[src/rtl/if_fetch_stage_pkg.sv]
// -----------------------------------------------------------------------------
// if_fetch_stage_pkg
// Shared definitions for the instruction-fetch stage and the units that consume
// its IF/ID outputs (hazard detection, decode):
//   - default reset PC and bubble instruction
//   - RV32 instruction field bit positions
//   - 8-bit packed {funct3, opcode[6:2]} encodings used by the hazard unit
//   - IF/ID pipeline register payload struct
// -----------------------------------------------------------------------------
package if_fetch_stage_pkg;

  localparam logic [31:0] RESET_PC_DEF  = 32'h0000_0000;
  localparam logic [31:0] NOP_INSTR_DEF = 32'h0000_0013;  // addi x0,x0,0

  // Instruction field bit positions
  localparam int OPC_LSB = 2;
  localparam int OPC_MSB = 6;
  localparam int F3_LSB  = 12;
  localparam int F3_MSB  = 14;
  localparam int RS1_LSB = 15;
  localparam int RS1_MSB = 19;
  localparam int RS2_LSB = 20;
  localparam int RS2_MSB = 24;

  // Packed {funct3, opcode[6:2]} encodings seen by the hazard unit
  localparam logic [7:0] PK_BEQ  = 8'b000_11000;
  localparam logic [7:0] PK_BNE  = 8'b001_11000;
  localparam logic [7:0] PK_BLT  = 8'b100_11000;
  localparam logic [7:0] PK_BGE  = 8'b101_11000;
  localparam logic [7:0] PK_BLTU = 8'b110_11000;
  localparam logic [7:0] PK_BGEU = 8'b111_11000;
  localparam logic [7:0] PK_JALR = 8'b000_11001;
  // jal has no funct3; only the low 5 bits identify it
  localparam logic [4:0] PK_JAL_LOW5 = 5'b11011;

  // IF/ID pipeline register payload
  typedef struct packed {
    logic [31:0] pc;
    logic [31:0] pc4;
    logic [31:0] instr;
    logic        valid;
  } if_id_t;

  // Build the packed opcode field from its two instruction slices
  function automatic logic [7:0] pack_opcode(input logic [2:0] funct3,
                                             input logic [4:0] opc5);
    return {funct3, opc5};
  endfunction

endpackage

[src/rtl/if_fetch_stage_if_id_reg.sv]
// -----------------------------------------------------------------------------
// if_id_reg
// IF/ID pipeline register. Update priority on each rising edge:
//   rst > flush (bubble, PC taken from IF) > hold (keep) > load.
// Ports:
//   clk, rst     : clock, synchronous active-high reset
//   flush        : 1 = load a bubble (NOP, valid=0) tagged with pc_in
//   hold_n       : active-low hold; 0 = keep current contents
//   pc_in        : PC of the instruction currently in IF
//   instr_in     : instruction currently in IF (from instruction memory)
//   if_id_o      : registered IF/ID payload
// -----------------------------------------------------------------------------
module if_id_reg
  import if_fetch_stage_pkg::*;
#(
  parameter logic [31:0] RESET_PC  = RESET_PC_DEF,
  parameter logic [31:0] NOP_INSTR = NOP_INSTR_DEF
) (
  input  logic        clk,
  input  logic        rst,
  input  logic        flush,
  input  logic        hold_n,
  input  logic [31:0] pc_in,
  input  logic [31:0] instr_in,
  output if_id_t      if_id_o
);

  if_id_t if_id_q;
  if_id_t if_id_d;

  // Next-state selection: flush beats hold, hold beats a normal load
  always_comb begin
    if_id_d = if_id_q;
    if (flush) begin
      if_id_d.pc    = pc_in;
      if_id_d.pc4   = pc_in + 32'd4;
      if_id_d.instr = NOP_INSTR;
      if_id_d.valid = 1'b0;
    end else if (!hold_n) begin
      if_id_d = if_id_q;
    end else begin
      if_id_d.pc    = pc_in;
      if_id_d.pc4   = pc_in + 32'd4;
      if_id_d.instr = instr_in;
      if_id_d.valid = 1'b1;
    end
  end

  // Register with synchronous reset to a bubble at RESET_PC
  always_ff @(posedge clk) begin
    if (rst) begin
      if_id_q.pc    <= RESET_PC;
      if_id_q.pc4   <= RESET_PC + 32'd4;
      if_id_q.instr <= NOP_INSTR;
      if_id_q.valid <= 1'b0;
    end else begin
      if_id_q <= if_id_d;
    end
  end

  assign if_id_o = if_id_q;

endmodule

[src/rtl/if_fetch_stage.sv]
// -----------------------------------------------------------------------------
// if_fetch_stage
// Instruction-fetch stage: program counter, synchronous instruction-memory
// address, and the IF/ID pipeline register.
// Optional feature macro: FETCH_PERF_EN (performance counters). When it is not
// defined the perf_* ports remain and are tied to zero.
// Ports:
//   clk, rst                         : clock, synchronous active-high reset
//   PCWrite                          : 1 = PC may advance, 0 = PC frozen
//   IF_ID_Hold                       : active-low hold of the IF/ID register
//   IF_ID_Flush                      : 1 = IF/ID loads a bubble
//   redirect_valid/redirect_target   : taken branch/jump resolved in ID
//   imem_addr / imem_rdata           : sync-read instruction memory (1-cycle)
//   IF_ID_PC/PC4/Instr/Valid         : registered IF/ID contents
//   IF_ID_Opcode/Rs/Rt               : fields decoded from IF_ID_Instr
//   perf_fetch/stall/flush_cnt       : performance counters
// -----------------------------------------------------------------------------
module if_fetch_stage
  import if_fetch_stage_pkg::*;
#(
  parameter logic [31:0] RESET_PC  = RESET_PC_DEF,
  parameter logic [31:0] NOP_INSTR = NOP_INSTR_DEF
) (
  input  logic        clk,
  input  logic        rst,
  input  logic        PCWrite,
  input  logic        IF_ID_Hold,
  input  logic        IF_ID_Flush,
  input  logic        redirect_valid,
  input  logic [31:0] redirect_target,
  output logic [31:0] imem_addr,
  input  logic [31:0] imem_rdata,
  output logic [31:0] IF_ID_PC,
  output logic [31:0] IF_ID_PC4,
  output logic [31:0] IF_ID_Instr,
  output logic        IF_ID_Valid,
  output logic [7:0]  IF_ID_Opcode,
  output logic [4:0]  IF_ID_Rs,
  output logic [4:0]  IF_ID_Rt,
  output logic [31:0] perf_fetch_cnt,
  output logic [31:0] perf_stall_cnt,
  output logic [31:0] perf_flush_cnt
);

  logic [31:0] pc_q;
  logic [31:0] pc_d;
  if_id_t      if_id_s;
  logic        unused_target_lsbs;

  // Target is always word aligned; the low bits are dropped
  assign unused_target_lsbs = ^redirect_target[1:0];

  // Next PC: a stall overrides a redirect, so a redirect under stall is lost
  always_comb begin
    pc_d = pc_q;
    if (rst) begin
      pc_d = RESET_PC;
    end else if (!PCWrite) begin
      pc_d = pc_q;
    end else if (redirect_valid) begin
      pc_d = {redirect_target[31:2], 2'b00};
    end else begin
      pc_d = pc_q + 32'd4;
    end
  end

  // PC register
  always_ff @(posedge clk) begin
    if (rst) begin
      pc_q <= RESET_PC;
    end else begin
      pc_q <= pc_d;
    end
  end

  // Presenting pc_d makes next cycle's imem_rdata the word at pc_q; a frozen
  // PC simply re-reads the same word.
  assign imem_addr = pc_d;

  if_id_reg #(
    .RESET_PC  (RESET_PC),
    .NOP_INSTR (NOP_INSTR)
  ) u_if_id_reg (
    .clk      (clk),
    .rst      (rst),
    .flush    (IF_ID_Flush),
    .hold_n   (IF_ID_Hold),
    .pc_in    (pc_q),
    .instr_in (imem_rdata),
    .if_id_o  (if_id_s)
  );

  assign IF_ID_PC     = if_id_s.pc;
  assign IF_ID_PC4    = if_id_s.pc4;
  assign IF_ID_Instr  = if_id_s.instr;
  assign IF_ID_Valid  = if_id_s.valid;
  assign IF_ID_Opcode = pack_opcode(if_id_s.instr[F3_MSB:F3_LSB],
                                    if_id_s.instr[OPC_MSB:OPC_LSB]);
  assign IF_ID_Rs     = if_id_s.instr[RS1_MSB:RS1_LSB];
  assign IF_ID_Rt     = if_id_s.instr[RS2_MSB:RS2_LSB];

`ifdef FETCH_PERF_EN
  logic [31:0] fetch_cnt_q, fetch_cnt_d;
  logic [31:0] stall_cnt_q, stall_cnt_d;
  logic [31:0] flush_cnt_q, flush_cnt_d;

  // Counter increments; a flush is never counted as a stall
  always_comb begin
    fetch_cnt_d = fetch_cnt_q;
    stall_cnt_d = stall_cnt_q;
    flush_cnt_d = flush_cnt_q;
    if (IF_ID_Flush) begin
      flush_cnt_d = flush_cnt_q + 32'd1;
    end else if (!IF_ID_Hold) begin
      stall_cnt_d = stall_cnt_q + 32'd1;
    end else begin
      fetch_cnt_d = fetch_cnt_q + 32'd1;
    end
  end

  // Counter registers, cleared by reset
  always_ff @(posedge clk) begin
    if (rst) begin
      fetch_cnt_q <= 32'd0;
      stall_cnt_q <= 32'd0;
      flush_cnt_q <= 32'd0;
    end else begin
      fetch_cnt_q <= fetch_cnt_d;
      stall_cnt_q <= stall_cnt_d;
      flush_cnt_q <= flush_cnt_d;
    end
  end

  assign perf_fetch_cnt = fetch_cnt_q;
  assign perf_stall_cnt = stall_cnt_q;
  assign perf_flush_cnt = flush_cnt_q;
`else
  assign perf_fetch_cnt = 32'h0;
  assign perf_stall_cnt = 32'h0;
  assign perf_flush_cnt = 32'h0;
`endif

endmodule

[config.mk]
export PLATFORM = sky130hd
export DESIGN_NAME = if_fetch_stage
export DESIGN_NICKNAME = d
export VERILOG_FILES = /design/src/rtl/if_fetch_stage_pkg.sv /design/src/rtl/if_fetch_stage_if_id_reg.sv /design/src/rtl/if_fetch_stage.sv
export SDC_FILE = /design/constraint.sdc
export NUM_CORES = 1
export LEC_CHECK = 0
export CAP_MARGIN = 0
export CELL_PAD_IN_SITES_DETAIL_PLACEMENT = 0
export CELL_PAD_IN_SITES_GLOBAL_PLACEMENT = 1
export CORE_MARGIN = 8
export CORE_UTILIZATION = 32
export DETAILED_ROUTE_END_ITERATION = 10
export PLACE_DENSITY_LB_ADDON = 0.1
export SETUP_SLACK_MARGIN = 0.02
export SKIP_CTS_REPAIR_TIMING = 1
export SYNTH_ARGS = -nofsm -noshare
export SYNTH_HDL_FRONTEND = slang
export SYNTH_SLANG_ARGS = --single-unit
[constraint.sdc]
create_clock -name clk -period 3.48 [get_ports clk]
set_input_delay 0.348 -clock clk [delete_from_list [all_inputs] [get_ports clk]]
set_output_delay 0.348 -clock clk [all_outputs]
set_load 0.02 [all_outputs]
==> flow_summary.ini <==
[grt]
antenna_found_initial = 0
grt_pass1_vias = 6274
grt-ovfl-total = 0
grt_max_degree = 57
grt_use_total_pct = 17.7
grt_first_pass_wirelength_um = 36800

[worst_setup_path]
end_kind = output port
start_kind = flip-flop
cp_max_fo = 6
crit_required_ns = 3.13
cp.arrival_ns = 2.97
critical_path_class = flip-flop to output port

[logic_synthesis]
avgSynthCellArea_um2 = 8.10
synth_cell_type_count = 54
ys.warnings.count = 0
synthFlopType = dfxtp_1
ys_top_cells_by_count = 127 x dfxtp_1, 120 x buf_4, 105 x nand2_1, 87 x nor2_1, 62 x clkbuf_1
synth_seq_cells = 127
synth_edf_count = 0
syn_inst = 860
synth.most_common_cell = dfxtp_1
yosysTopAreaCell = dfxtp_1
synth_area_leaders = dfxtp_1 36%, buf_4 13%, nand2_1 5.7%, mux2i_1 5.0%, nor2_1 4.7%
async_flop_share_pct = 0
synth_seq_area_share_pct = 36.5
synth_top_area_share_pct = 36.5
syn_area_um2 = 6970

[layout]
syn_to_final_growth_pct = 36.7
stdcell_count = 1322
layout-drive-gt1-share_pct = 8.73
n_fill_cell = 2231
utilization_pct = 44.0
nets = 1100
antenna_cells = 0

[clock_tree]
path_clk_slew_ns = 0.06
cts_inserted_buffers = 17
cts_tree = built
cts_root_buffer = clkbuf_16
clk_path_buf_depth = 2
cts_sinks = 127
htreeDepth = 4
clk_latency_ns = 0.42

[timing]
holdWs_ns = 0.223
period_minus_slack_ns = 3.31
skew_ns = 0.0128
setup_viol = 0
hold_viol = 0
maxSlewViolCount = 0
timing.fmax_ghz = 0.302
finalCritPeriodShare_pct = 95.3
rsz0062_at_grt = false
worst_slack_ns = 0.165
worst_pin_slew_ns = 0.936
max_slew_margin_pct = 37.6

[routing]
firstDrtPassIters = 5
wl_um = 24700
drtIter0Drc = 339
antenna_left = 0
vias = 6488
drcViolationCount = 0
post_drt_wl_per_cell_um = 18.7
via_per_inst = 4.91

[place]
gp_congestion = 0.769
dp_slack_ns = 0.303
io_buffers = 214
dp.cells = 1289
dp_hpwl_um = 18300

[run_status]
status = completed

[floorplan]
start_util_pct = 32.2
fp.coreArea_um2 = 21600
num_io_pins = 313
die_x_um = 164
dieHeight_um = 164
placementRows = 54
die_area_um2 = 26700

[power]
p_per_area_nw_per_um2 = 423
vdd_drop_max_mv = 0.306
p_leak_nw = 3.64

[run]
cap_violations = 0

[min_path]
hp-class = input pin to flip-flop
[state kept, by name, indices dropped and copies added (netlist names)]
name,flops
pc_q,32
u_if_id_reg.if_id_o,95
[cell families after synthesis]
group                    share of synthesized area, %
AO/OA/AOI/OAI                                    18.8
AND/OR/NAND/NOR                                  20.0
XOR/XNOR                                         1.76
buffers and inverters                            17.6
flip-flops                                       36.5
adder cells (fa/ha/maj)                         0.180
other                                          0.0538
multiplexers                                     5.03
[final timing paths]
| check | startpoint | end | slack [ns] | cells past startpoint |
|---|---|---|---|---|
| max | pc_q[8]$_SDFF_PP0_ | imem_addr[23] | 0.17 | 6 |
| min | rst | u_if_id_reg.if_id_o[34]$_SDFFE_PP0P_ | 0.22 | 2 |
| max reg2reg | pc_q[2]$_SDFF_PP0_ | u_if_id_reg.if_id_o[55]$_SDFFE_PP0P_ | 1.18 | 7 |
| min reg2reg | u_if_id_reg.if_id_o[74]$_SDFFE_PP0P_ | u_if_id_reg.if_id_o[74]$_SDFFE_PP0P_ | 0.45 | 2 |
[cells in the final DEF (no fill, tap or decap), types with 14 or more instances in the layout]
cell type	synthesis	layout
conb_1	1	96
a31oi_1	17	17
nand2_1	105	105
a21oi_1	47	47
a211oi_1	16	16
a311oi_1	14	14
buf_4	120	36
nor2_1	87	86
nand3_1	16	16
mux2i_1	35	35
o21ai_0	20	20
clkbuf_16	0	17
clkdlybuf4s50_1	0	205
dfxtp_1	127	123
o31ai_1	14	14
[power breakdown]
| group | leakage (nW) | switching, mW | total (mW) | internal, mW |
|---|---|---|---|---|
| clock | 0.267 | 0.696 | 1.71 | 1.02 |
| sequential | 1.04 | 0.0576 | 1.58 | 1.52 |
| combinational | 2.33 | 0.436 | 0.733 | 0.297 |
| total | 3.64 | 1.19 | 4.03 | 2.84 |
[per-stage QoR]
stage	setup TNS, ns	instance area, um2	power, mW
after detailed placement	0	8910	2.35
after global routing	0	9520	4.20
after global placement	0	8910	2.34
after floorplan	0	7320	2.11
after CTS	-0.404	9480	4.07
final	0	9520	4.03
[per-layer routing]
layer / up-vias / wire, um / track usage, %
li1: 3183 / - / -
met1: 3040 / 11300 / 23.1
met2: 248 / 11300 / 28.2
met3: 17 / 1880 / 4.96
met4: 0 / 227 / 4.42
met5: - / 0 / 0
[area by class of cell]
class                      count  area [um2]  area share [%]
clock inverter                13         114            1.20
multi-input combinational    625        3570            37.5
inverter                       6        22.5           0.236
clock buffer                  19         453            4.76
timing repair buffer         252        2470            25.9
tap                          280         350            3.68
sequential                   127        2550            26.8
[critical path: stages, from the launching register on]
cell	delay (ns)
dfxtp_1	0.44
nand4_1	0.25
buf_4	0.21
or4_4	0.54
or4_1	0.51
a31oi_1	0.31
dlymetal6s2s_1	0.29
Note: power is estimated with default switching activity, not from simulation.
